File: src/rtl/config_queue_manager_if.sv
// AXI-lite write channel between the host and the configuration queue manager.
// The host side uses the master modport and the queue manager uses the slave modport.
interface config_queue_manager_if #(
  parameter int ADDR_WIDTH = 12
);
  logic [ADDR_WIDTH-1:0] awaddr;
  logic                  awvalid;
  logic                  awready;
  logic [31:0]           wdata;
  logic [3:0]            wstrb;
  logic                  wvalid;
  logic                  wready;
  logic [1:0]            bresp;
  logic                  bvalid;
  logic                  bready;

  modport master (
    output awaddr, awvalid, wdata, wstrb, wvalid, bready,
    input  awready, wready, bresp, bvalid
  );

  modport slave (
    input  awaddr, awvalid, wdata, wstrb, wvalid, bready,
    output awready, wready, bresp, bvalid
  );
endinterface

File: src/rtl/config_queue_manager.sv
// Layer configuration manager for the FlexPipe core.
// The host fills a staging register set over AXI-lite and commits it into a FIFO
// of pending layer configurations. The head of the FIFO becomes the active
// configuration through the request_flip / flip_ack handshake with the core.
// Also tracks an epoch (completed flips), a sticky overflow error and a host flush.
module config_queue_manager #(
  parameter int ADDR_WIDTH  = 12,
  parameter int NUM_FIELDS  = 4,
  parameter int FIELD_WIDTH = 32,
  parameter int QUEUE_DEPTH = 4,
  parameter int EPOCH_WIDTH = 8
) (
  input  logic                              clk,
  input  logic                              rst,
  config_queue_manager_if.slave             s_axi,
  input  logic                              core_safe_to_flip,
  input  logic                              no_outstanding_active,
  output logic                              request_flip,
  input  logic                              flip_ack,
  output logic [NUM_FIELDS*FIELD_WIDTH-1:0] active_cfg,
  output logic                              active_valid,
  output logic                              layer_start_pulse,
  output logic [EPOCH_WIDTH-1:0]            current_epoch,
  output logic [$clog2(QUEUE_DEPTH):0]      queue_count,
  output logic                              queue_full,
  output logic                              overflow_err
);

  localparam int IDX_W       = ADDR_WIDTH - 2;
  localparam int PTR_W       = $clog2(QUEUE_DEPTH);
  localparam int CNT_W       = PTR_W + 1;
  localparam int CFG_W       = NUM_FIELDS * FIELD_WIDTH;
  localparam int FIELD_BYTES = FIELD_WIDTH / 8;

  localparam logic [IDX_W-1:0] COMMIT_IDX = IDX_W'(NUM_FIELDS);
  localparam logic [IDX_W-1:0] CTRL_IDX   = IDX_W'(NUM_FIELDS + 1);
  localparam logic [1:0]       RESP_OKAY   = 2'b00;
  localparam logic [1:0]       RESP_SLVERR = 2'b10;

  typedef enum logic {
    IDLE,
    RESP
  } axi_state_t;

  axi_state_t       axi_state;
  logic [CFG_W-1:0] staging;
  logic [CFG_W-1:0] fifo_mem [QUEUE_DEPTH];
  logic [PTR_W-1:0] wr_ptr;
  logic [PTR_W-1:0] rd_ptr;

  logic [IDX_W-1:0] wr_idx;
  logic             wr_accept;
  logic             is_field;
  logic             is_commit;
  logic             is_ctrl;
  logic             push;
  logic             pop;
  logic             flush;
  logic             clear_err;
  logic             commit_reject;
  logic             unused_addr_bits;

  // Address bits [1:0] only select a byte within a word and carry no meaning here.
  assign unused_addr_bits = ^s_axi.awaddr[1:0];

  assign wr_idx        = s_axi.awaddr[ADDR_WIDTH-1:2];
  assign wr_accept     = (axi_state == IDLE) && s_axi.awvalid && s_axi.wvalid;
  assign is_field      = wr_idx < COMMIT_IDX;
  assign is_commit     = wr_idx == COMMIT_IDX;
  assign is_ctrl       = wr_idx == CTRL_IDX;
  assign queue_full    = queue_count == CNT_W'(QUEUE_DEPTH);
  // The full test uses the count before any same-cycle pop, so a commit to a
  // full queue is rejected even if the core frees a slot on that very edge.
  assign push          = wr_accept && is_commit && !queue_full;
  assign commit_reject = wr_accept && is_commit && queue_full;
  assign pop           = request_flip && flip_ack;
  assign flush         = wr_accept && is_ctrl && s_axi.wdata[1];
  assign clear_err     = wr_accept && is_ctrl && s_axi.wdata[0];

  // AXI write FSM: accept a write when address and data arrive together, then hold the response until bready.
  always_ff @(posedge clk) begin
    if (rst) begin
      axi_state     <= IDLE;
      s_axi.awready <= 1'b1;
      s_axi.wready  <= 1'b1;
      s_axi.bvalid  <= 1'b0;
      s_axi.bresp   <= RESP_OKAY;
    end else begin
      case (axi_state)
        IDLE: begin
          if (wr_accept) begin
            axi_state     <= RESP;
            s_axi.awready <= 1'b0;
            s_axi.wready  <= 1'b0;
            s_axi.bvalid  <= 1'b1;
            if (commit_reject || !(is_field || is_commit || is_ctrl)) begin
              s_axi.bresp <= RESP_SLVERR;
            end else begin
              s_axi.bresp <= RESP_OKAY;
            end
          end
        end
        RESP: begin
          if (s_axi.bready) begin
            axi_state     <= IDLE;
            s_axi.awready <= 1'b1;
            s_axi.wready  <= 1'b1;
            s_axi.bvalid  <= 1'b0;
          end
        end
        default: begin
          axi_state <= IDLE;
        end
      endcase
    end
  end

  // Staging registers: byte-strobed field writes; lanes beyond the field width are ignored.
  always_ff @(posedge clk) begin
    if (rst) begin
      staging <= '0;
    end else if (wr_accept && is_field) begin
      for (int f = 0; f < NUM_FIELDS; f++) begin
        for (int b = 0; b < FIELD_BYTES; b++) begin
          if ((wr_idx == IDX_W'(f)) && s_axi.wstrb[b]) begin
            staging[f*FIELD_WIDTH + b*8 +: 8] <= s_axi.wdata[b*8 +: 8];
          end
        end
      end
    end
  end

  // FIFO storage: a commit copies the whole staging set into the tail slot.
  always_ff @(posedge clk) begin
    if (push) begin
      fifo_mem[wr_ptr] <= staging;
    end
  end

  // FIFO pointers and occupancy; a flush discards everything left after any same-cycle pop.
  always_ff @(posedge clk) begin
    if (rst) begin
      wr_ptr      <= '0;
      rd_ptr      <= '0;
      queue_count <= '0;
    end else if (flush) begin
      wr_ptr      <= '0;
      rd_ptr      <= '0;
      queue_count <= '0;
    end else begin
      if (push) begin
        wr_ptr <= wr_ptr + 1'b1;
      end
      if (pop) begin
        rd_ptr <= rd_ptr + 1'b1;
      end
      case ({push, pop})
        2'b10:   queue_count <= queue_count + 1'b1;
        2'b01:   queue_count <= queue_count - 1'b1;
        default: queue_count <= queue_count;
      endcase
    end
  end

  // Flip handshake: request when the core is idle at a boundary, then load the head as active on ack.
  always_ff @(posedge clk) begin
    if (rst) begin
      request_flip      <= 1'b0;
      active_cfg        <= '0;
      active_valid      <= 1'b0;
      layer_start_pulse <= 1'b0;
      current_epoch     <= '0;
    end else begin
      layer_start_pulse <= pop;
      if (pop) begin
        active_cfg    <= fifo_mem[rd_ptr];
        active_valid  <= 1'b1;
        current_epoch <= current_epoch + 1'b1;
      end
      if (flush || pop) begin
        request_flip <= 1'b0;
      end else if (!request_flip && (queue_count != '0) &&
                   core_safe_to_flip && no_outstanding_active) begin
        request_flip <= 1'b1;
      end
    end
  end

  // Sticky overflow flag: set by a rejected commit, cleared only by the host through CTRL.
  always_ff @(posedge clk) begin
    if (rst) begin
      overflow_err <= 1'b0;
    end else if (commit_reject) begin
      overflow_err <= 1'b1;
    end else if (clear_err) begin
      overflow_err <= 1'b0;
    end
  end

endmodule

File: src/flat_wrapper.sv
// flat-port wrapper written by rule: the top's interface ports become plain ports
module config_queue_manager_flat 
#(
  parameter int ADDR_WIDTH  = 12,
  parameter int NUM_FIELDS  = 4,
  parameter int FIELD_WIDTH = 32,
  parameter int QUEUE_DEPTH = 4,
  parameter int EPOCH_WIDTH = 8
)
  (clk, rst, core_safe_to_flip, no_outstanding_active, request_flip, flip_ack, active_cfg, active_valid, layer_start_pulse, current_epoch, queue_count, queue_full, overflow_err, s_axi_awaddr, s_axi_awvalid, s_axi_wdata, s_axi_wstrb, s_axi_wvalid, s_axi_bready, s_axi_awready, s_axi_wready, s_axi_bresp, s_axi_bvalid);
  config_queue_manager_if #(.ADDR_WIDTH(ADDR_WIDTH)) s_axi_i ();
  input  logic clk;
  input  logic rst;
  input  logic core_safe_to_flip;
  input  logic no_outstanding_active;
  output logic request_flip;
  input  logic flip_ack;
  output logic [NUM_FIELDS*FIELD_WIDTH-1:0] active_cfg;
  output logic active_valid;
  output logic layer_start_pulse;
  output logic [EPOCH_WIDTH-1:0] current_epoch;
  output logic [$clog2(QUEUE_DEPTH):0] queue_count;
  output logic queue_full;
  output logic overflow_err;
  input wire logic [$bits(s_axi_i.awaddr)-1:0] s_axi_awaddr;
  input wire logic [$bits(s_axi_i.awvalid)-1:0] s_axi_awvalid;
  input wire logic [$bits(s_axi_i.wdata)-1:0] s_axi_wdata;
  input wire logic [$bits(s_axi_i.wstrb)-1:0] s_axi_wstrb;
  input wire logic [$bits(s_axi_i.wvalid)-1:0] s_axi_wvalid;
  input wire logic [$bits(s_axi_i.bready)-1:0] s_axi_bready;
  output wire logic [$bits(s_axi_i.awready)-1:0] s_axi_awready;
  output wire logic [$bits(s_axi_i.wready)-1:0] s_axi_wready;
  output wire logic [$bits(s_axi_i.bresp)-1:0] s_axi_bresp;
  output wire logic [$bits(s_axi_i.bvalid)-1:0] s_axi_bvalid;
  assign s_axi_i.awaddr = s_axi_awaddr;
  assign s_axi_i.awvalid = s_axi_awvalid;
  assign s_axi_i.wdata = s_axi_wdata;
  assign s_axi_i.wstrb = s_axi_wstrb;
  assign s_axi_i.wvalid = s_axi_wvalid;
  assign s_axi_i.bready = s_axi_bready;
  assign s_axi_awready = s_axi_i.awready;
  assign s_axi_wready = s_axi_i.wready;
  assign s_axi_bresp = s_axi_i.bresp;
  assign s_axi_bvalid = s_axi_i.bvalid;
  config_queue_manager #(.ADDR_WIDTH(ADDR_WIDTH), .NUM_FIELDS(NUM_FIELDS), .FIELD_WIDTH(FIELD_WIDTH), .QUEUE_DEPTH(QUEUE_DEPTH), .EPOCH_WIDTH(EPOCH_WIDTH)) u_core (.clk(clk), .rst(rst), .s_axi(s_axi_i), .core_safe_to_flip(core_safe_to_flip), .no_outstanding_active(no_outstanding_active), .request_flip(request_flip), .flip_ack(flip_ack), .active_cfg(active_cfg), .active_valid(active_valid), .layer_start_pulse(layer_start_pulse), .current_epoch(current_epoch), .queue_count(queue_count), .queue_full(queue_full), .overflow_err(overflow_err));
endmodule
File: config.mk
export PLATFORM = sky130hd
export DESIGN_NAME = config_queue_manager_flat
export DESIGN_NICKNAME = d
export VERILOG_FILES = /design/src/rtl/config_queue_manager_if.sv /design/src/rtl/config_queue_manager.sv /design/src/flat_wrapper.sv
export SDC_FILE = /design/constraint.sdc
export NUM_CORES = 1
export LEC_CHECK = 0
export BUFFER_PORTS_ARGS = -buffer_cell sky130_fd_sc_hd__buf_2
export CAP_MARGIN = 20
export CORE_AREA = 2 2 245 247
export CTS_CLUSTER_DIAMETER = 80
export DETAILED_ROUTE_END_ITERATION = 10
export DIE_AREA = 0 0 247 249
export PLACE_DENSITY = 0.67
export SLEW_MARGIN = 20
export SYNTH_ARGS = -nofsm -noshare
export SYNTH_HDL_FRONTEND = slang
export SYNTH_SLANG_ARGS = --single-unit
File: constraint.sdc
create_clock -name clk -period 10.2 [get_ports clk]
set_clock_uncertainty 0.15 [all_clocks]
set_input_delay 0.51 -clock clk [delete_from_list [all_inputs] [get_ports clk]]
set_output_delay 0.51 -clock clk [all_outputs]
set_load 0.03 [all_outputs]
# --- Yosys cells after proc, flatten, opt, wreduce, memory -nomap -nowiden ---
# Memories as Yosys holds them, arrays and structs flattened. A register that Yosys moved wholly into a read port is not among the register bits.
# Cells that the tools add are included.
classes:
  eq_ne: 10
  order_cmp: 1
  n_reduce_logical: 60
  n_bitwise: 1
  muxes: 15
  addsub: 5
ops:
  columns: ["operator", "count"]
  rows:
  - ["2-bit AND reduction", 18]
  - ["1-bit logical AND", 29]
  - ["10-bit by 2-bit == test with 1-bit output, second input constant", 2]
  - ["10-bit by 3-bit == test with 1-bit output, second input constant", 2]
  - ["10-bit by 1-bit == test with 1-bit output, second input constant", 1]
  - ["10-bit zero test", 1]
  - ["10-bit by 3-bit < comparator with 1-bit output, second input constant", 1]
  - ["1-bit two-way mux", 10]
  - ["8-bit by 1-bit adder with 8-bit output, second input constant", 1]
  - ["1-bit case mux with 2 select lines", 3]
  - ["3-bit case mux with 2 select lines", 1]
  - ["2-bit by 1-bit adder with 2-bit output, second input constant", 2]
  - ["1-bit logical OR", 4]
  - ["2-bit nonzero test", 2]
  - ["2-bit OR reduction", 2]
  - ["3-bit by 1-bit adder with 3-bit output, second input constant", 1]
  - ["3-bit == test, second input constant", 1]
  - ["1-bit zero test", 3]
  - ["3-bit nonzero test", 1]
  - ["3-bit by 1-bit subtractor with 3-bit output, second input constant", 1]
  - ["2-bit by 1-bit == test with 1-bit output, second input constant", 1]
  - ["2-bit == test, second input constant", 1]
  - ["2-bit two-way mux", 1]
  - ["2-bit by 1-bit inequality test with 1-bit output, second input constant", 1]
  - ["other kinds (2)", 2]
totals:
  inputBits: 56
  output_inout_bits: 149
  mem_bits_rw: 512
  mem_count: 1
  regBits: 152
  wordCells: 121
memory_table:
  columns: ["name", "depth", "word_bits", "read_ports", "rd_clocked_by_memory_dff", "write_ports", "line", "text"]
  rows:
  - ["u_core.fifo_mem", 4, 128, 1, 1, 1, "config_queue_manager.sv:47", "logic [CFG_W-1:0] fifo_mem [QUEUE_DEPTH];"]

# --- Depth between registers and ports, before layout ---
# Gate-level depths: netlist of the first run.
depth:
  word_depth: 7
  ltp_mapped: 13
  mapped_depth_nobuf: 11

# --- Worst setup path after synthesis of the first run ---
# Ideal clock, no wire load.
synth_path:
  path_kind: "input to register"
  start: "input s_axi_awaddr[7]"
  end: "memory u_core.fifo_mem[0][0] (netlist name), enable pin"
  setup_ns: 0.503
  required_ns: 9.547
  slack_ns: 4.779
  n_path_buf: 3
  stages: 6
  arrival_time_ns: 4.768
  path_cell_list: "or4_4 > buf_6 > nor3_4 > buf_2 > buf_2 > and3_1"
synth_between:
  elab_chain_len: 5
synth_lines:
  columns: ["element", "line", "text"]
  rows:
  - ["start, declared", "flat_wrapper.sv:25", "input wire logic [$bits(s_axi_i.awaddr)-1:0] s_axi_awaddr;"]
  - ["10-bit by 3-bit == test with 1-bit output", "config_queue_manager.sv:69", "assign is_commit = wr_idx == COMMIT_IDX;"]
  - ["1-bit logical AND (2 in a row)", "config_queue_manager.sv:74", "assign push = wr_accept && is_commit && !queue_full;"]
  - ["1-bit two-way mux", "config_queue_manager.sv:135", "if (push) begin"]
  - ["1-bit two-way mux (implied by the code)", "config_queue_manager.sv:136", "fifo_mem[wr_ptr] <= staging;"]
  - ["end, declared", "config_queue_manager.sv:47", null]
# No other way between the ends.

# --- Worst setup path after layout of the first run ---
layout_path:
  start: "register u_core.axi_state"
  end: "memory u_core.fifo_mem[0][61] (netlist name), enable pin"
layout_between:
  elab_chain_len: 7
layout_lines:
  columns: ["element", "line", "text"]
  rows:
  - ["start, declared", "config_queue_manager.sv:45", "axi_state_t axi_state;"]
  - ["start signal, assigned", "config_queue_manager.sv:83", "axi_state <= IDLE;"]
  - ["start signal, assigned", "config_queue_manager.sv:92", "axi_state <= RESP;"]
  - ["start signal, assigned", "config_queue_manager.sv:105", "axi_state <= IDLE;"]
  - ["1-bit NOT (no line)", null, null]
  - ["1-bit logical AND (2 in a row)", "config_queue_manager.sv:67", "assign wr_accept = (axi_state == IDLE) && s_axi.awvalid && s_axi.wvalid;"]
  - ["1-bit logical AND (2 in a row)", "config_queue_manager.sv:74", null]
  - ["1-bit two-way mux", "config_queue_manager.sv:135", null]
  - ["1-bit two-way mux (implied by the code)", "config_queue_manager.sv:136", null]
# No other way between the ends.

==> impl_summary.log, run 1 <==
INFO  metric first_iter_violations = 1507
INFO  metric ys_seq_area_share = 73.1%
INFO  metric irDropWorstVdd = 0.138 mV
INFO  metric timing.critical_path.cells = nand3b_2, nor3_4, and3_4, buf_4
INFO  metric slowest_delay = 0.74 ns
INFO  metric portion_of_the_clock_cycle_consumed_by_the_worst_path_in_the_final_layout = 29.6%
INFO  metric clock_tree_from_tritoncts = yes
INFO  metric setup.worst_path.class = flop to flop
INFO  metric core_region_area = 58700 um2
INFO  metric detail_route.drc_violations = 0
INFO  metric max_slew.worst_pin.slew = 1.06 ns
INFO  metric multiInputGateArea = 7230 um2
INFO  metric grt_remaining_overflow = 0
INFO  metric post_cts_resized = 0
INFO  metric initial_utilization = 48.9%
INFO  metric count_of_input_and_output_buffers = 201
INFO  metric wl = 66400 um
INFO  metric nFillCells = 4562
INFO  metric unrepaired_setup_endpoints_after_global_routing = false
INFO  metric drive_above_1_share = 23.1%
INFO  metric crit_path_max_fanout = 54
INFO  metric synthesis.yosys.warnings = 0
INFO  metric syn_inst = 1911
INFO  metric fin_total_pwr = 6.23 mW
INFO  metric ports_placed_on_the_boundary = 205
INFO  metric final-max-slew-violation-count = 0
INFO  metric hpwlAfterDp = 39800 um
INFO  metric cts-hold-fix-buffers = 0
INFO  metric grt_antenna_before_repair = 4
INFO  metric drtAntennaViolNets = 0
INFO  metric cts_buffer_depth = 3
INFO  metric cp_slowest_cell = sky130_fd_sc_hd__buf_4
INFO  metric cts-buffers-inserted = 80
INFO  metric max-slew-margin-rel = 29.7%
INFO  metric fmax = 331 MHz
INFO  metric hold_violations = 0
INFO  metric worst_setup_path_end_kind = flop
INFO  metric clock_latency = 0.61 ns
INFO  metric final_layout_net_count = 2166
INFO  metric cts.reportedPaths.clkPinSlew = 0.06 ns
INFO  metric groute.usage.overall = 21.6%
INFO  metric htree_levels = 3
INFO  metric maxCapViolCount = 0
INFO  metric post_synth.cell_area_avg = 15.0 um2
INFO  metric global_route_wire_length_before_repair = 98700 um
INFO  metric grt_start_max_net_pins = 144
INFO  metric die_h = 249 um
INFO  metric final-seq-area = 21000 um2
INFO  metric ys_ff_latch = 791
INFO  metric tritoncts_sink_count = 791
INFO  metric timing.setup.tns = 0 ns
INFO  metric clock_tree.root_cell = sky130_fd_sc_hd__clkbuf_16
INFO  metric die_area = 61500 um2
INFO  metric route.vias.total = 16681
INFO  metric worstSetupStartpointType = flop
INFO  metric vias_in_the_first_global_route = 16294
INFO  metric setup_viol_count_final = 0
INFO  metric floorplan.rows = 89
INFO  metric layout_min_cycle_time = 3.02 ns
INFO  metric edff_count_synth = 512
INFO  metric synthArstFlopShare = 0%
INFO  metric final_weighted_congestion_of_routability_driven_global_placement = 0.776
INFO  metric hp-class = primary input to flop
INFO  metric total_leakage_power = 10.1 nW
INFO  metric synth_flop_cell = sky130_fd_sc_hd__edfxtp_1
INFO  metric drt-pass1-iter-count = 5
INFO  metric worst_ep_arrival_time = 3.09 ns
INFO  metric cts_setup_buffers = 0
INFO  metric drt-vias-per-instance = 5.66
INFO  metric result_of_the_run = completed
INFO  metric die_w = 247 um
INFO  metric yosys.cell_types.count = 44
INFO  metric worst-endpoint-required = 10.27 ns
INFO  metric cellPowerDensity = 189 nW/um2
INFO  metric synth_fp_nets = 1974
INFO  metric wl_per_cell = 22.5 um
INFO  metric area_growth = 15.1%
INFO  metric netlist_area = 28700 um2
INFO  metric finalCoreUtilization = 56.3%
[through the flow]
step,instances,hold slack [ns],area [um2],setup slack (ns)
2_1_floorplan,1911,0.309,28700,4.78
3_3_place_gp,2792,0.293,30400,6.70
3_5_place_dp,2793,0.296,30500,6.68
6_report,2945,0.0599,33000,7.18
4_1_cts,2940,0.0335,33000,6.92
5_1_grt,2941,0.0659,33000,7.00
[kinds of logic (layout without fill, tap and decap cells)]
kind of cell	Yosys count	after routing	synth area share, %
other	1	5	0.0131
DFF	791	791	73.1
and+or+nand+nor	570	570	8.96
muxes	160	160	11.2
AOI/OAI and AO/OA	240	240	4.24
buffers and inverters	130	387	1.85
xor gates and xnor gates	12	12	0.366
adders and majority gates	7	7	0.331
[layout by cell type, fill, tap and decap left out, types with 3 or more instances in the layout]
| cell | instances |
|---|---|
| sky130_fd_sc_hd__clkbuf_8 | 12 |
| sky130_fd_sc_hd__nor2_1 | 51 |
| sky130_fd_sc_hd__and3_4 | 4 |
| sky130_fd_sc_hd__nand4b_1 | 4 |
| sky130_fd_sc_hd__buf_4 | 28 |
| sky130_fd_sc_hd__a21oi_1 | 230 |
| sky130_fd_sc_hd__buf_2 | 200 |
| sky130_fd_sc_hd__clkinv_2 | 16 |
| sky130_fd_sc_hd__xor2_1 | 9 |
| sky130_fd_sc_hd__edfxtp_1 | 512 |
| sky130_fd_sc_hd__clkinv_1 | 6 |
| sky130_fd_sc_hd__xnor2_1 | 3 |
| sky130_fd_sc_hd__nand3_1 | 100 |
| sky130_fd_sc_hd__ha_1 | 6 |
| sky130_fd_sc_hd__clkbuf_1 | 21 |
| sky130_fd_sc_hd__clkbuf_16 | 84 |
| sky130_fd_sc_hd__nor4_4 | 4 |
| sky130_fd_sc_hd__nand2_1 | 360 |
| sky130_fd_sc_hd__inv_6 | 4 |
| sky130_fd_sc_hd__diode_2 | 4 |
| sky130_fd_sc_hd__nand4_1 | 17 |
| sky130_fd_sc_hd__dfxtp_1 | 277 |
| sky130_fd_sc_hd__mux4_2 | 128 |
| sky130_fd_sc_hd__nor4bb_1 | 8 |
| sky130_fd_sc_hd__mux2i_1 | 32 |
| sky130_fd_sc_hd__inv_1 | 8 |
| sky130_fd_sc_hd__o21ai_0 | 4 |
| sky130_fd_sc_hd__nor4b_2 | 4 |
[state kept, by name, indices dropped and copies added (netlist names)]
signal and cells:
u_core.current_epoch 8, u_core.queue_count 3, u_core.request_flip 1, u_core.overflow_err 1
u_core.active_valid 1, u_core.fifo_mem 512, u_core.s_axi.awready 1, u_core.active_cfg 128
u_core.s_axi.bresp 1, u_core.s_axi.bvalid 1, u_core.axi_state 1, u_core.layer_start_pulse 1
u_core.wr_ptr 2, u_core.rd_ptr 2, u_core.staging 128
[layout make-up]
type                       instances  share of cell area [%]
antenna                            4                  0.0303
clock buffer                     117                    7.08
clock inverter                    30                   0.538
inverter                           9                   0.110
multi-input combinational        990                    21.9
sequential                       791                    63.5
tap                              773                    2.93
timing repair buffer             231                    3.88
[Yosys cell counts, drive strengths merged (2+ instances only)]
cell type,instances,area (um2)
a21oi,230,1150
and3,6,37.5
buf,32,161
clkbuf,89,334
dfxtp,279,5590
edfxtp,512,15400
ha,6,75.1
inv,9,33.8
mux2i,32,320
mux4,128,2880
nand2,361,1360
nand3,100,500
nand4,17,106
nand4b,4,35.0
nor2,51,191
nor2b,2,12.5
nor3,3,26.3
nor4,5,91.3
nor4b,4,60.1
nor4bb,8,80.1
o21ai,4,20.0
or3,2,12.5
or4,2,18.8
xnor2,3,26.3
xor2,9,78.8
[layer usage]
metal	vias up	global-route usage [%]	part of all wire (%)
met1	8431	29.5	40
met3	92	4.05	8.5
met5	-	0	0.020
met4	2	7.52	2.7
li1	7500	-	-
met2	656	34.7	48
[final timing paths]
path	startpoint	end	slack [ns]	cells past startpoint
min reg2reg	u_core.active_cfg[37]	u_core.active_cfg[37]	0.30	2
max reg2reg	u_core.axi_state	u_core.fifo_mem[0][61]	7.18	4
max	u_core.axi_state	u_core.fifo_mem[0][61]	7.18	4
min	core_safe_to_flip	u_core.request_flip	0.06	3
[report_power, final]
group / switching, mW / internal [mW]
Clock: 1.17 / 1.60
Sequential: 0.00119 / 3.37
Combinational: 0.0706 / 0.0167
Total: 1.25 / 4.98
[critical path: cells and delay by family (launching register included)]
kind / cells / cell delay, ns
simple gates: 3 / 1.32
flops: 1 / 0.33
buf+inv: 1 / 0.74
No activity file was read; power rests on OpenSTA's default activity.
==> run 2: changes to the inputs <==
Settings changed: ABC_AREA set to 1, CORE_AREA 2 2 245 247 to 2 2 251 253, DIE_AREA 0 0 247 249 to 0 0 253 255.
Clock period 10.2 ns to 3.1 ns, I/O delays scaled along.
==> impl_summary.log, run 2 <==
INFO  metric synth_compound_gate_area_share = 9.44%
INFO  metric setup_viol_count_final = 0
INFO  metric detail_route.wirelength.met1 = 32300 um
INFO  metric synth_fp_nets = 2937
INFO  metric global_route_wire_length_before_repair = 115000 um
INFO  metric post-synth-top-area-cell = sky130_fd_sc_hd__edfxtp_1
INFO  metric whs_path_depth = 5
INFO  metric post_synth_fa_ha_maj_area_fraction = 0.316%
INFO  metric netlist_top_cells_area = sky130_fd_sc_hd__edfxtp_1 (51%), sky130_fd_sc_hd__dfxtp_1 (19%), sky130_fd_sc_hd__nor2_1 (9.9%)
INFO  metric endpoint_of_the_worst_hold_path = u_core.staging[45]
INFO  metric first_iter_violations = 1852
INFO  metric crit-reg2reg-capture = u_core.active_cfg[47]
INFO  metric met3WireLength = 5280 um
INFO  metric htree_levels = 3
INFO  metric wl_met2 = 35000 um
INFO  metric clock_tree_from_tritoncts = yes
INFO  metric registers_with_the_most_flip_flops = u_core.fifo_mem x512, u_core.active_cfg x128, u_core.staging x128
INFO  metric edff_count_synth = 512
INFO  metric die_h = 255 um
INFO  metric worstSetupStartpointType = primary input
INFO  metric cts_buffer_depth = 3
INFO  metric hpwlAfterDp = 44900 um
INFO  metric final-max-slew-violation-count = 0
INFO  metric ports_placed_on_the_boundary = 205
INFO  metric critPathMostFrequentCell = sky130_fd_sc_hd__dlygate4sd3_1
INFO  metric most_used_cells_in_the_layout_excluding_fill_and_tap_cells = sky130_fd_sc_hd__nor2_1 (789), sky130_fd_sc_hd__edfxtp_1 (512), sky130_fd_sc_hd__o21ai_0 (355)
INFO  metric drt-vias-per-instance = 5.26
INFO  metric register_to_register_setup_slack = 0.80 ns
INFO  metric fmax = 341 MHz
INFO  metric cts-buffers-inserted = 80
INFO  metric yosys.cell_types.count = 35
INFO  metric groute.usage.overall = 23.4%
INFO  metric worst_ep_arrival_time = 3.30 ns
INFO  metric cts.reportedPaths.clkPinSlew = 0.06 ns
INFO  metric cellPowerDensity = 601 nW/um2
INFO  metric clock_latency = 0.62 ns
INFO  metric post_synth.cell_area_avg = 10.5 um2
INFO  metric slowest_delay = 0.65 ns
INFO  metric leading_post_synthesis_cells_by_instance_count = sky130_fd_sc_hd__nor2_1 (794), sky130_fd_sc_hd__edfxtp_1 (512), sky130_fd_sc_hd__o21ai_0 (355)
INFO  metric hold_violations = 0
INFO  metric crit_path_max_fanout = 16
INFO  metric fin_total_pwr = 21.1 mW
INFO  metric initial_utilization = 48.5%
INFO  metric ys_ff_latch = 791
INFO  metric area_growth = 16.9%
INFO  metric drive_above_1_share = 12.9%
INFO  metric maxUsedRoutingLayer = met5
INFO  metric final_weighted_congestion_of_routability_driven_global_placement = 0.816
INFO  metric post_synth_xor_area_fraction = 0.0291%
INFO  metric timing.critical_path.cells = dlygate4sd3_1, buf_2, nor2_2, dlygate4sd3_1, nand2_2, nor2_8, nand3_4, dlygate4sd3_1, nor2_4, nand2_1, nand2_1, nor2_1
INFO  metric synthArstFlopShare = 0%
INFO  metric die_w = 253 um
INFO  metric yosysMostFrequentCell = sky130_fd_sc_hd__nor2_1
INFO  metric ys_seq_area_share = 69.6%
INFO  metric tritoncts_sink_count = 791
INFO  metric largest_reg_flops = 512
INFO  metric grt_remaining_overflow = 0
INFO  metric hp-class = primary input to flop
INFO  metric synth.top_cell.area_share = 51.0%
INFO  metric min_from = s_axi_wstrb[1]
INFO  metric post_synth_mux_area_share = 0%
INFO  metric synthesis.yosys.warnings = 0
INFO  metric maxCapViolCount = 0
INFO  metric count_of_input_and_output_buffers = 201
INFO  metric detail_route.drc_violations = 0
INFO  metric synth_top_family_by_area = simple AND/OR/NAND/NOR gates
INFO  metric max-slew-margin-rel = 31.5%
INFO  metric layout_min_cycle_time = 2.93 ns
INFO  metric vias_in_the_first_global_route = 20173
INFO  metric drtAntennaViolNets = 0
INFO  metric crit_family = buffers and inverters
INFO  metric clock_tree.root_cell = sky130_fd_sc_hd__clkbuf_16
INFO  metric wl_per_cell = 19.0 um
INFO  metric most_common_library_cell_in_the_layout_ignoring_fill_and_taps = sky130_fd_sc_hd__nor2_1
INFO  metric worst-endpoint-required = 3.47 ns
INFO  metric nFillCells = 5120
INFO  metric grt_start_max_net_pins = 207
INFO  metric floorplan.rows = 92
INFO  metric grt_antenna_before_repair = 9
INFO  metric post_cts_resized = 0
INFO  metric max_slew.worst_pin.slew = 1.03 ns
INFO  metric finalNonFillerCells = 3953
INFO  metric synth_flop_cell = sky130_fd_sc_hd__edfxtp_1
INFO  metric setup.worst_path.class = primary input to flop
INFO  metric unrepaired_setup_endpoints_after_global_routing = false
INFO  metric largest-register = u_core.fifo_mem
INFO  metric route.vias.total = 20809
INFO  metric irDropWorstVdd = 0.362 mV
INFO  metric wl = 75100 um
INFO  metric finalCoreUtilization = 56.6%
INFO  metric path_buf_inv = 4
INFO  metric core_region_area = 62200 um2
INFO  metric synth_simple_gate_area_share = 14.9%
INFO  metric netlist_area = 30100 um2
INFO  metric r2r-start = u_core.rd_ptr[0]
INFO  metric worst_setup_path_end_kind = flop
INFO  metric portion_of_the_clock_cycle_consumed_by_the_worst_path_in_the_final_layout = 94.5%
INFO  metric total_leakage_power = 14.0 nW
INFO  metric cp_slowest_cell = sky130_fd_sc_hd__dlygate4sd3_1
INFO  metric syn_inst = 2874
INFO  metric cts-hold-fix-buffers = 54
INFO  metric timing.reg2reg.worst_path_depth = 5
INFO  metric drt-pass1-iter-count = 5
INFO  metric die_area = 64500 um2
INFO  metric numPlacedInstances = 3747
INFO  metric cts_setup_buffers = 0
INFO  metric result_of_the_run = completed
INFO  metric final_layout_net_count = 3147
run 2: cell types whose count changed after synthesis, sizes merged, moves of 87 or more:
cell,before,now
nor2,51,807
o21ai,4,394
inv,9,251
a21oi,230,13
mux4,128,0
o22ai,1,128
nand3,100,13
run 2: power by group:
group / internal, mW / total (mW) / switching [mW]
sequential: 11.1 / 11.1 / 0.00291
combinational: 0.0994 / 0.316 / 0.216
clock: 5.86 / 9.74 / 3.88
run 2: kinds of logic (layout without fill, tap and decap cells):
family	after synthesis	after routing
buffers and inverters	414	690
AND/OR/NAND/NOR	1124	1124
other	1	5
flip-flops	791	791
AO/OA/AOI/OAI	536	536
adder cells (fa/ha/maj)	7	7
XOR/XNOR	1	1
run 2: layout make-up:
cell class | instances | area (um2) | area share, %
Sequential cell | 791 | 21000 | 59.6
Multi-Input combinational cell | 1669 | 7510 | 21.3
Clock buffer | 118 | 2360 | 6.71
Timing Repair Buffer | 291 | 2060 | 5.84
Tap cell | 799 | 1000 | 2.84
Inverter | 251 | 953 | 2.71
Clock inverter | 30 | 330 | 0.938
Antenna cell | 4 | 10.0 | 0.0284
run 2: metal layers:
metal | vias up | global-route usage, %
met4 | 12 | 9.30
li1 | 9991 | -
met1 | 10005 | 31.0
met3 | 129 | 4.91
met5 | - | 0
met2 | 672 | 38.0
run 2: how the worst max path moves through the flow:
stage,start,endpoint,slack (ns),cells after the start
3_3_place_gp,s_axi_awaddr[7],u_core.fifo_mem[1][72],0.70,7
2_1_floorplan,u_core.axi_state,u_core.fifo_mem[0][0],-0.23,5
5_1_grt,s_axi_awaddr[9],u_core.staging[119],0.001,12
4_1_cts,s_axi_awaddr[9],u_core.staging[112],0.23,12
6_report,s_axi_awaddr[9],u_core.staging[119],0.17,12
3_5_place_dp,s_axi_awaddr[7],u_core.fifo_mem[1][72],0.67,7
run 2: stage by stage:
step | worst slack (ns) | setup TNS (ns) | hold WS (ns) | instance area, um2
2_1_floorplan | -0.235 | -111.29 | 0.140 | 30200
3_3_place_gp | 0.704 | 0 | 0.240 | 32000
3_5_place_dp | 0.674 | 0 | 0.250 | 32000
4_1_cts | 0.233 | 0 | 0.000247 | 35200
5_1_grt | 0.00104 | 0 | 0.0373 | 35200
6_report | 0.171 | 0 | 0.0268 | 35200
run 2: worst reg2reg max path, stage by stage, from the launching register on:
cell and delay (ns):
sky130_fd_sc_hd__dfxtp_4 0.39, sky130_fd_sc_hd__buf_12 0.51, sky130_fd_sc_hd__o21ai_0 0.52, sky130_fd_sc_hd__o22ai_1 0.46, sky130_fd_sc_hd__o21ai_0 0.14, sky130_fd_sc_hd__inv_1 0.08
==> run 3: changes to the inputs <==
Settings changed: PLACE_DENSITY 0.67 to 0.69.
==> impl_summary.log, run 3 (synthesis gave the netlist of run 2 again) <==
INFO  metric vias_in_the_first_global_route = 20058
INFO  metric largest-register = u_core.fifo_mem
INFO  metric most_used_cells_in_the_layout_excluding_fill_and_tap_cells = sky130_fd_sc_hd__nor2_1 (789), sky130_fd_sc_hd__edfxtp_1 (512), sky130_fd_sc_hd__o21ai_0 (355)
INFO  metric crit_family = buffers and inverters
INFO  metric register_to_register_setup_slack = 0.58 ns
INFO  metric crit-reg2reg-capture = u_core.staging[77]
INFO  metric core_region_area = 62200 um2
INFO  metric slowest_delay = 0.57 ns
INFO  metric max-slew-margin-rel = 51.4%
INFO  metric setup_viol_count_final = 0
INFO  metric cts_buffer_depth = 3
INFO  metric share_clk_of_total_power = 45.3%
INFO  metric detail_route.drc_violations = 0
INFO  metric grt_remaining_overflow = 0
INFO  metric die_h = 255 um
INFO  metric whs_path_depth = 4
INFO  metric path_buf_inv = 4
INFO  metric power.internal = 16.7 mW
INFO  metric area_growth = 16.3%
INFO  metric htree_levels = 3
INFO  metric final-seq-area = 21000 um2
INFO  metric count_of_input_and_output_buffers = 201
INFO  metric fmax = 340 MHz
INFO  metric cellPowerDensity = 596 nW/um2
INFO  metric largest_reg_flops = 512
INFO  metric fin_total_pwr = 20.9 mW
INFO  metric nFillCells = 5167
INFO  metric ports_placed_on_the_boundary = 205
INFO  metric hpwlAfterDp = 44800 um
INFO  metric max_slew.worst_pin.slew = 0.729 ns
INFO  metric critPathMostFrequentCell = sky130_fd_sc_hd__dlygate4sd3_1
INFO  metric cts.reportedPaths.clkPinSlew = 0.06 ns
INFO  metric timing.critical_path.cells = dlygate4sd3_1, buf_2, nor2_2, dlygate4sd3_1, nand2_2, nor2_8, nand4_2, nand2_1, nand2_1, nor2_1, dlygate4sd3_1
INFO  metric clock_latency = 0.62 ns
INFO  metric sw_frac_of_total = 19.9%
INFO  metric portion_of_the_clock_cycle_consumed_by_the_worst_path_in_the_final_layout = 94.9%
INFO  metric result_of_the_run = completed
INFO  metric initial_utilization = 48.5%
INFO  metric clock_tree_from_tritoncts = yes
INFO  metric grt_antenna_before_repair = 10
INFO  metric cp_slowest_cell = sky130_fd_sc_hd__dlygate4sd3_1
INFO  metric setup.worst_path.class = primary input to flop
INFO  metric route.vias.total = 20893
INFO  metric drive_above_1_share = 13.0%
INFO  metric clock_tree.root_cell = sky130_fd_sc_hd__clkbuf_16
INFO  metric multiInputGateArea = 7510 um2
INFO  metric crit_path_max_fanout = 16
INFO  metric first_iter_violations = 2068
INFO  metric endpoint_of_the_worst_hold_path = u_core.layer_start_pulse
INFO  metric min_from = flip_ack
INFO  metric worstSetupStartpointType = primary input
INFO  metric layout_min_cycle_time = 2.94 ns
INFO  metric die_area = 64500 um2
INFO  metric final_weighted_congestion_of_routability_driven_global_placement = 0.775
INFO  metric total_leakage_power = 14.0 nW
INFO  metric hold_violations = 0
INFO  metric timing.setup.tns = 0 ns
INFO  metric grt_start_max_net_pins = 141
INFO  metric switching_power = 4.15 mW
INFO  metric drtAntennaViolNets = 0
INFO  metric tritoncts_sink_count = 791
INFO  metric floorplan.rows = 92
INFO  metric cts-buffers-inserted = 80
INFO  metric final_layout_net_count = 3145
INFO  metric worst_ep_arrival_time = 3.35 ns
INFO  metric combinational_cell_fraction_of_total_power = 1.5%
INFO  metric drt-pass1-iter-count = 5
INFO  metric worst_setup_path_end_kind = flop
INFO  metric groute.usage.overall = 23.2%
INFO  metric final-max-slew-violation-count = 0
INFO  metric most_common_library_cell_in_the_layout_ignoring_fill_and_taps = sky130_fd_sc_hd__nor2_1
INFO  metric placement.cell_area = 31800 um2
INFO  metric design_area = 35000 um2
INFO  metric maxCapViolCount = 0
INFO  metric drt-vias-per-instance = 5.29
INFO  metric wl = 75000 um
INFO  metric irDropWorstVdd = 0.345 mV
INFO  metric unrepaired_setup_endpoints_after_global_routing = false
INFO  metric hp-class = primary input to flop
INFO  metric pwr-share-seq = 53.1%
INFO  metric registers_with_the_most_flip_flops = u_core.fifo_mem x512, u_core.active_cfg x128, u_core.staging x128
INFO  metric global_route_wire_length_before_repair = 114000 um
INFO  metric timing.reg2reg.worst_path_depth = 8
INFO  metric wl_per_cell = 19.0 um
INFO  metric r2r-start = u_core.axi_state
INFO  metric die_w = 253 um
INFO  metric worst-endpoint-required = 3.51 ns
==> run 3: cell types whose count changed in the layout (fill, tap and decap cells not counted), sizes merged <==
cell and delta:
clkinv +5, clkbuf -6, buf -5, bufinv -3, inv +2, dlygate4sd3 +3
clkinvlp +3
==> run 3: power by group through the flow <==
stage / clock [mW] / sequential [mW] / combinational [mW]
after global placement: 0 / 11.3 / 0.258
final: 9.46 / 11.1 / 0.322
after global routing: 9.99 / 11.1 / 0.340
after detailed placement: 0 / 11.3 / 0.260
after CTS: 9.60 / 11.1 / 0.315
after floorplan: 0 / 11.3 / 0.111
==> run 3: worst register-to-register path, stage by stage (launching register included) <==
cell and delay [ns]:
sky130_fd_sc_hd__dfxtp_2 0.34, sky130_fd_sc_hd__inv_2 0.07, sky130_fd_sc_hd__nand3_4 0.09, sky130_fd_sc_hd__inv_2 0.35, sky130_fd_sc_hd__nand4_2 0.54, sky130_fd_sc_hd__nand2_1 0.19
sky130_fd_sc_hd__nand2_1 0.06, sky130_fd_sc_hd__nor2_1 0.11, sky130_fd_sc_hd__dlygate4sd3_1 0.57
==> run 3: final cells by class <==
| cell class | instances | area share [%] |
|---|---|---|
| Sequential cell | 791 | 59.9 |
| Multi-Input combinational cell | 1669 | 21.4 |
| Clock buffer | 112 | 6.56 |
| Timing Repair Buffer | 289 | 5.63 |
| Tap cell | 799 | 2.85 |
| Inverter | 251 | 2.72 |
| Clock inverter | 37 | 0.893 |
| Antenna cell | 4 | 0.0286 |
==> run 3: worst max-delay path by stage <==
stage                     start                      to  slack, ns  cells past startpoint
2_1_floorplan  u_core.axi_state   u_core.fifo_mem[0][0]      -0.23                      5
3_3_place_gp    s_axi_awaddr[7]  u_core.fifo_mem[0][34]       0.78                      7
3_5_place_dp    s_axi_awaddr[9]  u_core.fifo_mem[0][34]       0.77                      7
4_1_cts        s_axi_awaddr[11]      u_core.staging[77]       0.28                     10
5_1_grt         s_axi_awaddr[6]      u_core.staging[77]       0.03                     11
6_report        s_axi_awaddr[6]      u_core.staging[77]       0.16                     11
==> run 3: through the flow <==
step / hold WS, ns / worst slack (ns) / std cells / utilization (%)
after floorplan: 0.140 / -0.235 / 2874 / -
after global placement: 0.241 / 0.780 / 3742 / 51.2
after detailed placement: 0.247 / 0.766 / 3742 / 51.2
after CTS: 0.0105 / 0.278 / 3948 / 56.4
after global routing: 0.0563 / 0.0305 / 3951 / 56.4
final: 0.0116 / 0.157 / 3952 / 56.4
==> run 3: repair_timing <==
action	4_1_cts	5_1_grt
hold buffers	57	0
endpoints found under the hold margin	133	0
setup buffers	0	0
resized for setup	0	0
==> run 3: routing by layer <==
layer  part of all wire, %  vias to the layer above  global-route usage, %
met3                   6.9                      145                   3.72
met2                    46                      719                   37.7
li1                      -                     9988                      -
met4                   3.4                        8                   9.08
met5                 0.069                        -                      0
met1                    43                    10033                   31.4
